File: src/rtl/memory_byte_loader_if.sv
// Handshake bundle between a load requester, the byte loader and a byte-wide memory.
// The loader takes the slave modport; the requester/memory side takes master.
interface memory_byte_loader_if #(parameter int ADDR_W = 16);
  logic              Start;
  logic [ADDR_W-1:0] Address;
  logic [1:0]        Size;
  logic              MemRd;
  logic [ADDR_W-1:0] MemAddr;
  logic              MemAck;
  logic [7:0]        MemData;
  logic              Busy;
  logic              Done;
  logic              Error;
  logic [31:0]       Data;

  modport slave (
    input  Start, Address, Size, MemAck, MemData,
    output MemRd, MemAddr, Busy, Done, Error, Data
  );

  modport master (
    output Start, Address, Size, MemAck, MemData,
    input  MemRd, MemAddr, Busy, Done, Error, Data
  );
endinterface

File: src/rtl/memory_byte_loader.sv
// Assembles a 1/2/4-byte big-endian load from a byte-wide memory with a per-byte
// ack timeout. All outputs are registered copies of the next FSM state.
module memory_byte_loader #(
  parameter int ADDR_W  = 16,
  parameter int TIMEOUT = 15
) (
  input  logic                 Clock,
  input  logic                 Reset,
  memory_byte_loader_if.slave  bus
);
  typedef enum logic [1:0] {IDLE, FETCH, DONE, ERR} state_t;

  state_t            state_q;
  logic [ADDR_W-1:0] base_q, memaddr_q;
  logic [1:0]        size_q;
  logic [2:0]        n_q, idx_q;
  logic [7:0]        wait_q;
  logic [31:0]       asm_q, data_q;
  logic              memrd_q, busy_q, done_q, error_q;

  logic [31:0]       asm_d, ext_d;
  logic [ADDR_W-1:0] addr_d;
  logic [2:0]        n_d;
  logic              last_d, tmo_d;

  always_comb begin
    asm_d  = {asm_q[23:0], bus.MemData};
    addr_d = base_q + ADDR_W'(idx_q + 3'd1);
    last_d = (idx_q == n_q - 3'd1);
    tmo_d  = (wait_q == 8'(TIMEOUT - 1));
    case (size_q)
      2'b00:   ext_d = {24'h0, asm_d[7:0]};
      2'b01:   ext_d = {{24{asm_d[7]}}, asm_d[7:0]};
      2'b10:   ext_d = {16'h0, asm_d[15:0]};
      default: ext_d = asm_d;
    endcase
    case (bus.Size)
      2'b11:   n_d = 3'd4;
      2'b10:   n_d = 3'd2;
      default: n_d = 3'd1;
    endcase
  end

  always_ff @(posedge Clock or posedge Reset) begin
    if (Reset) begin
      state_q   <= IDLE;
      base_q    <= '0;
      memaddr_q <= '0;
      size_q    <= '0;
      n_q       <= '0;
      idx_q     <= '0;
      wait_q    <= '0;
      asm_q     <= '0;
      data_q    <= '0;
      memrd_q   <= 1'b0;
      busy_q    <= 1'b0;
      done_q    <= 1'b0;
      error_q   <= 1'b0;
    end else begin
      case (state_q)
        IDLE: if (bus.Start) begin
          state_q   <= FETCH;
          base_q    <= bus.Address;
          memaddr_q <= bus.Address;
          size_q    <= bus.Size;
          n_q       <= n_d;
          idx_q     <= '0;
          wait_q    <= '0;
          asm_q     <= '0;
          memrd_q   <= 1'b1;
          busy_q    <= 1'b1;
        end
        FETCH: if (bus.MemAck) begin
          asm_q  <= asm_d;
          idx_q  <= idx_q + 3'd1;
          wait_q <= '0;
          if (last_d) begin
            state_q   <= DONE;
            data_q    <= ext_d;
            memaddr_q <= '0;
            memrd_q   <= 1'b0;
            busy_q    <= 1'b0;
            done_q    <= 1'b1;
          end else begin
            memaddr_q <= addr_d;
          end
        end else if (tmo_d) begin
          // Abort leaves Data holding the last good load.
          state_q   <= ERR;
          wait_q    <= '0;
          memaddr_q <= '0;
          memrd_q   <= 1'b0;
          busy_q    <= 1'b0;
          error_q   <= 1'b1;
        end else begin
          wait_q <= wait_q + 8'd1;
        end
        DONE: begin
          state_q <= IDLE;
          done_q  <= 1'b0;
        end
        default: begin
          state_q <= IDLE;
          error_q <= 1'b0;
        end
      endcase
    end
  end

  assign bus.MemRd   = memrd_q;
  assign bus.MemAddr = memaddr_q;
  assign bus.Busy    = busy_q;
  assign bus.Done    = done_q;
  assign bus.Error   = error_q;
  assign bus.Data    = data_q;
endmodule

File: src/flat_wrapper.sv
// flat-port wrapper written by rule: the top's interface ports become plain ports
module memory_byte_loader_flat 
#(
  parameter int ADDR_W  = 16,
  parameter int TIMEOUT = 15
)
  (Clock, Reset, bus_Start, bus_Address, bus_Size, bus_MemAck, bus_MemData, bus_MemRd, bus_MemAddr, bus_Busy, bus_Done, bus_Error, bus_Data);
  memory_byte_loader_if #(.ADDR_W(ADDR_W)) bus_i ();
  input  logic Clock;
  input  logic Reset;
  input wire logic [$bits(bus_i.Start)-1:0] bus_Start;
  input wire logic [$bits(bus_i.Address)-1:0] bus_Address;
  input wire logic [$bits(bus_i.Size)-1:0] bus_Size;
  input wire logic [$bits(bus_i.MemAck)-1:0] bus_MemAck;
  input wire logic [$bits(bus_i.MemData)-1:0] bus_MemData;
  output wire logic [$bits(bus_i.MemRd)-1:0] bus_MemRd;
  output wire logic [$bits(bus_i.MemAddr)-1:0] bus_MemAddr;
  output wire logic [$bits(bus_i.Busy)-1:0] bus_Busy;
  output wire logic [$bits(bus_i.Done)-1:0] bus_Done;
  output wire logic [$bits(bus_i.Error)-1:0] bus_Error;
  output wire logic [$bits(bus_i.Data)-1:0] bus_Data;
  assign bus_i.Start = bus_Start;
  assign bus_i.Address = bus_Address;
  assign bus_i.Size = bus_Size;
  assign bus_i.MemAck = bus_MemAck;
  assign bus_i.MemData = bus_MemData;
  assign bus_MemRd = bus_i.MemRd;
  assign bus_MemAddr = bus_i.MemAddr;
  assign bus_Busy = bus_i.Busy;
  assign bus_Done = bus_i.Done;
  assign bus_Error = bus_i.Error;
  assign bus_Data = bus_i.Data;
  memory_byte_loader #(.ADDR_W(ADDR_W), .TIMEOUT(TIMEOUT)) u_core (.Clock(Clock), .Reset(Reset), .bus(bus_i));
endmodule
File: config.mk
export PLATFORM = sky130hd
export DESIGN_NAME = memory_byte_loader_flat
export DESIGN_NICKNAME = d
export VERILOG_FILES = /design/src/rtl/memory_byte_loader_if.sv /design/src/rtl/memory_byte_loader.sv /design/src/flat_wrapper.sv
export SDC_FILE = /design/constraint.sdc
export NUM_CORES = 1
export LEC_CHECK = 0
export CELL_PAD_IN_SITES_DETAIL_PLACEMENT = 2
export CELL_PAD_IN_SITES_GLOBAL_PLACEMENT = 2
export CORE_MARGIN = 3
export CORE_UTILIZATION = 33
export CTS_CLUSTER_SIZE = 16
export DETAILED_ROUTE_END_ITERATION = 10
export PLACE_DENSITY = 0.88
export SETUP_SLACK_MARGIN = 0.02
export SYNTH_ARGS = -nofsm -noshare
export SYNTH_HDL_FRONTEND = slang
export SYNTH_SLANG_ARGS = --single-unit
File: constraint.sdc
create_clock -name Clock -period 5.1 [get_ports Clock]
set_input_delay 1.02 -clock Clock [delete_from_list [all_inputs] [get_ports Clock]]
set_output_delay 1.02 -clock Clock [all_outputs]
set_load 0.005 [all_outputs]
==> results.json <==
{
  "post_drt_wl_per_cell_um": 19.0,
  "n_antenna_cell": 0,
  "finalMaxSlewViolations": 0,
  "p_switching_mw": 1.50,
  "yosys_most_used_dff": "dfrtp_1",
  "path_clk_slew_ps": 80,
  "synth_fp_nets": 564,
  "cts_buffers": 9,
  "power.total_mw": 3.85,
  "die-height_um": 129,
  "avgSynthCellArea_um2": 9.53,
  "p_int_mw": 2.34,
  "num_vias": 4059,
  "end_kind": "register",
  "status": "complete, no violations",
  "p_leak_nw": 2.73,
  "fin_util_pct": 42.2,
  "setup_viol": 0,
  "io_buffers": 81,
  "area_delta_synth_final_pct": 24.1,
  "setup_tns_ps": 0,
  "p_seq_share_pct": 39.8,
  "die_x_um": 129,
  "drive_gt1_share_pct": 6.39,
  "cts_root_buffer": "clkbuf_16",
  "yosysUniqueCellTypes": 54,
  "hold_path_depth": 2,
  "crit_path_start": "u_core.state_q[0]",
  "gp_congestion": 0.770,
  "cts_resized": 0,
  "drc": 0,
  "ctsHoldBuffers": 0,
  "multi_input_area_um2": 2070,
  "fmax_mhz": 294,
  "grt_pass1_wl_um": 24600,
  "first_pass_iters": 4,
  "min_period_ps": 3400,
  "hp-start": "u_core.asm_q[23]",
  "antenna_found_initial": 0,
  "cts_max_path_buffers": 2,
  "holdPathEnd": "u_core.asm_q[23]",
  "cts_sinks": 109,
  "synth_edf_count": 0,
  "grt_overflow": 0,
  "grtUsageTotal_pct": 18.6,
  "synthCells": 525,
  "seqCellArea_um2": 2730,
  "p_clk_share_pct": 18.2,
  "synth-async-reset-ratio_pct": 100,
  "critPathArrivalTime_ps": 3680,
  "r2r_setup_slack_ps": 1700,
  "grt_max_degree": 58,
  "postRouteAntennaNets": 0,
  "p_per_area_nw_per_um2": 620,
  "routed_via_density": 5.21,
  "cp.required_ps": 5380,
  "hp-class": "register to register",
  "cp_max_fo": 24,
  "fin_cells": 779,
  "ys_ff_latch": 109,
  "drv_cap": 0,
  "clk_latency_ps": 360,
  "nets": 630,
  "place_inst": 764,
  "finalCritPeriodShare_pct": 66.7,
  "r2r_start": "u_core.state_q[0]",
  "yosys_warnings": 0,
  "cts_tree": "yes",
  "drt_iter0_drc": 199,
  "rsz0062_at_grt": "false",
  "skew_ps": 12.9,
  "core_area_um2": 14700,
  "grt_pass1_vias": 4550,
  "pin_count": 82,
  "tightest_slew_ps": 1380,
  "finalHoldViolCount": 0,
  "synth.cell_area_um2": 5000,
  "cp-start-kind": "register",
  "r2r-end": "u_core.bus.MemAddr[7]",
  "ir_worst_vdd_uv": 205,
  "die-area_um2": 16700,
  "dp_hpwl_um": 10000,
  "rows": 44,
  "start_util_pct": 34.0,
  "routed_wl_um": 14800,
  "switching_share_pct": 39.1,
  "nFillCells": 1569,
  "htreeDepth": 3,
  "maxSlewHeadroom_pct": 7.70,
  "yosysSeqAreaShare_pct": 54.5,
  "ff2ff_path_depth": 5,
  "postCtsSetupBuffers": 0,
  "critPathKind": "register to register",
  "p_comb_share_pct": 42.0
}
[power groups by stage]
| stage | registers (mW) | logic [mW] | clock network, mW |
|---|---|---|---|
| 5_1_grt | 1.59 | 1.82 | 0.746 |
| 3_3_place_gp | 1.52 | 1.51 | 0 |
| 4_1_cts | 1.54 | 1.64 | 0.711 |
| 3_5_place_dp | 1.55 | 1.61 | 0 |
| 2_1_floorplan | 1.46 | 0.936 | 0 |
| 6_report | 1.53 | 1.61 | 0.700 |
[sequential cells by signal, summed over array words and instances (netlist names)]
signal / flops
u_core.idx_q: 3
u_core.bus.Done: 1
u_core.base_q: 16
u_core.bus.Data: 32
u_core.bus.MemRd: 1
u_core.n_q: 3
u_core.state_q: 2
u_core.asm_q: 24
u_core.bus.Error: 1
u_core.bus.MemAddr: 16
u_core.wait_q: 8
u_core.size_q: 2
[cell families (layout without fill, tap and decap cells)]
group,after synthesis,in the layout,share of synthesized area (%)
AND/OR/NAND/NOR,203,203,18.0
AO/OA/AOI/OAI,141,141,16.5
flip-flops,109,109,54.5
buffers and inverters,41,111,4.08
XOR/XNOR,14,14,2.75
adder cells (fa/ha/maj),9,9,2.40
multiplexers,8,8,1.80
[metrics by stage]
step                      hold WS (ps)  area (um^2)  setup WS (ps)
after floorplan                    450         5000           1210
after global placement             466         5920           1940
after detailed placement           477         5920           1680
after CTS                          489         6210           1730
after global routing               524         6210           1490
final                              491         6210           1700
[worst max path at each step]
stage	depth (start not counted)	slack [ps]	endpoint
final	5	1700	u_core.bus.MemAddr[7]
after global routing	5	1490	u_core.bus.MemAddr[14]
after CTS	5	1730	u_core.bus.MemAddr[7]
after detailed placement	5	1680	u_core.bus.MemAddr[14]
after global placement	5	1940	u_core.bus.MemAddr[11]
after floorplan	1	1210	u_core.asm_q[0]
[placed cells by master (no fill, tap or decap), types with 2 or more instances in the layout]
| cell | instances |
|---|---|
| nand2_1 | 121 |
| dfrtp_1 | 109 |
| clkdlybuf4s50_1 | 81 |
| a21oi_1 | 61 |
| o21ai_0 | 46 |
| nor2_1 | 41 |
| xor2_1 | 10 |
| inv_1 | 9 |
| clkbuf_16 | 9 |
| nand3_1 | 8 |
| mux2_2 | 8 |
| ha_1 | 8 |
| a22oi_1 | 6 |
| a22o_1 | 5 |
| nand4_1 | 5 |
| buf_4 | 5 |
| nor3_1 | 4 |
| and3_1 | 3 |
| xnor2_1 | 3 |
| nand2b_1 | 3 |
| a211oi_1 | 3 |
| o21a_1 | 3 |
| clkinv_4 | 3 |
| and2_1 | 2 |
| a21boi_0 | 2 |
| o21bai_1 | 2 |
| nor3b_1 | 2 |
| nor2b_1 | 2 |
| and4_1 | 2 |
| a31oi_1 | 2 |
| clkbuf_8 | 2 |
[worst max-delay path, stage by stage (launching register included)]
cell and delay, ps:
dfrtp_1 490, nor2b_2 870, nand2_1 280, nor2_1 1110, o21ai_0 340, a21oi_1 220
[cell usage after synthesis, types with 2 or more instances]
cell	number	area, um^2
a211oi_1	3	22.5
a21boi_0	2	15.0
a21oi_1	61	305
a22o_1	5	43.8
a22oi_1	6	45.0
a31oi_1	2	12.5
and2_1	2	12.5
and3_1	3	18.8
and4_1	2	17.5
buf_2	7	35.0
buf_4	6	45.0
clkbuf_1	15	56.3
dfrtp_1	109	2730
ha_1	8	100
inv_1	10	37.5
mux2_2	8	90.1
nand2_1	121	454
nand2b_1	3	18.8
nand3_1	8	40.0
nand4_1	5	31.3
nor2_1	42	158
nor2b_1	2	12.5
nor3_1	4	20.0
nor3b_1	2	15.0
o21a_1	3	22.5
o21ai_0	46	230
o21bai_1	2	15.0
xnor2_1	3	26.3
xor2_1	10	87.6
[cell type report]
cell class	instances	area share [%]
clock inverter	4	0.544
clock buffer	11	4.07
inverter	10	0.645
multi-input combinational	375	33.4
sequential	109	43.9
timing repair buffer	86	13.7
tap	184	3.71
[per-layer routing]
layer | part of all wire (%) | global-route usage, % | wire length [um] | up-vias
li1 | - | - | - | 1917
met1 | 46 | 25.4 | 6790 | 2056
met2 | 50 | 30.5 | 7330 | 68
met3 | 2.7 | 2.23 | 392 | 18
met4 | 1.7 | 6.79 | 254 | 0
met5 | 0 | 0 | 0 | -
(Power assumes the default switching activity.)
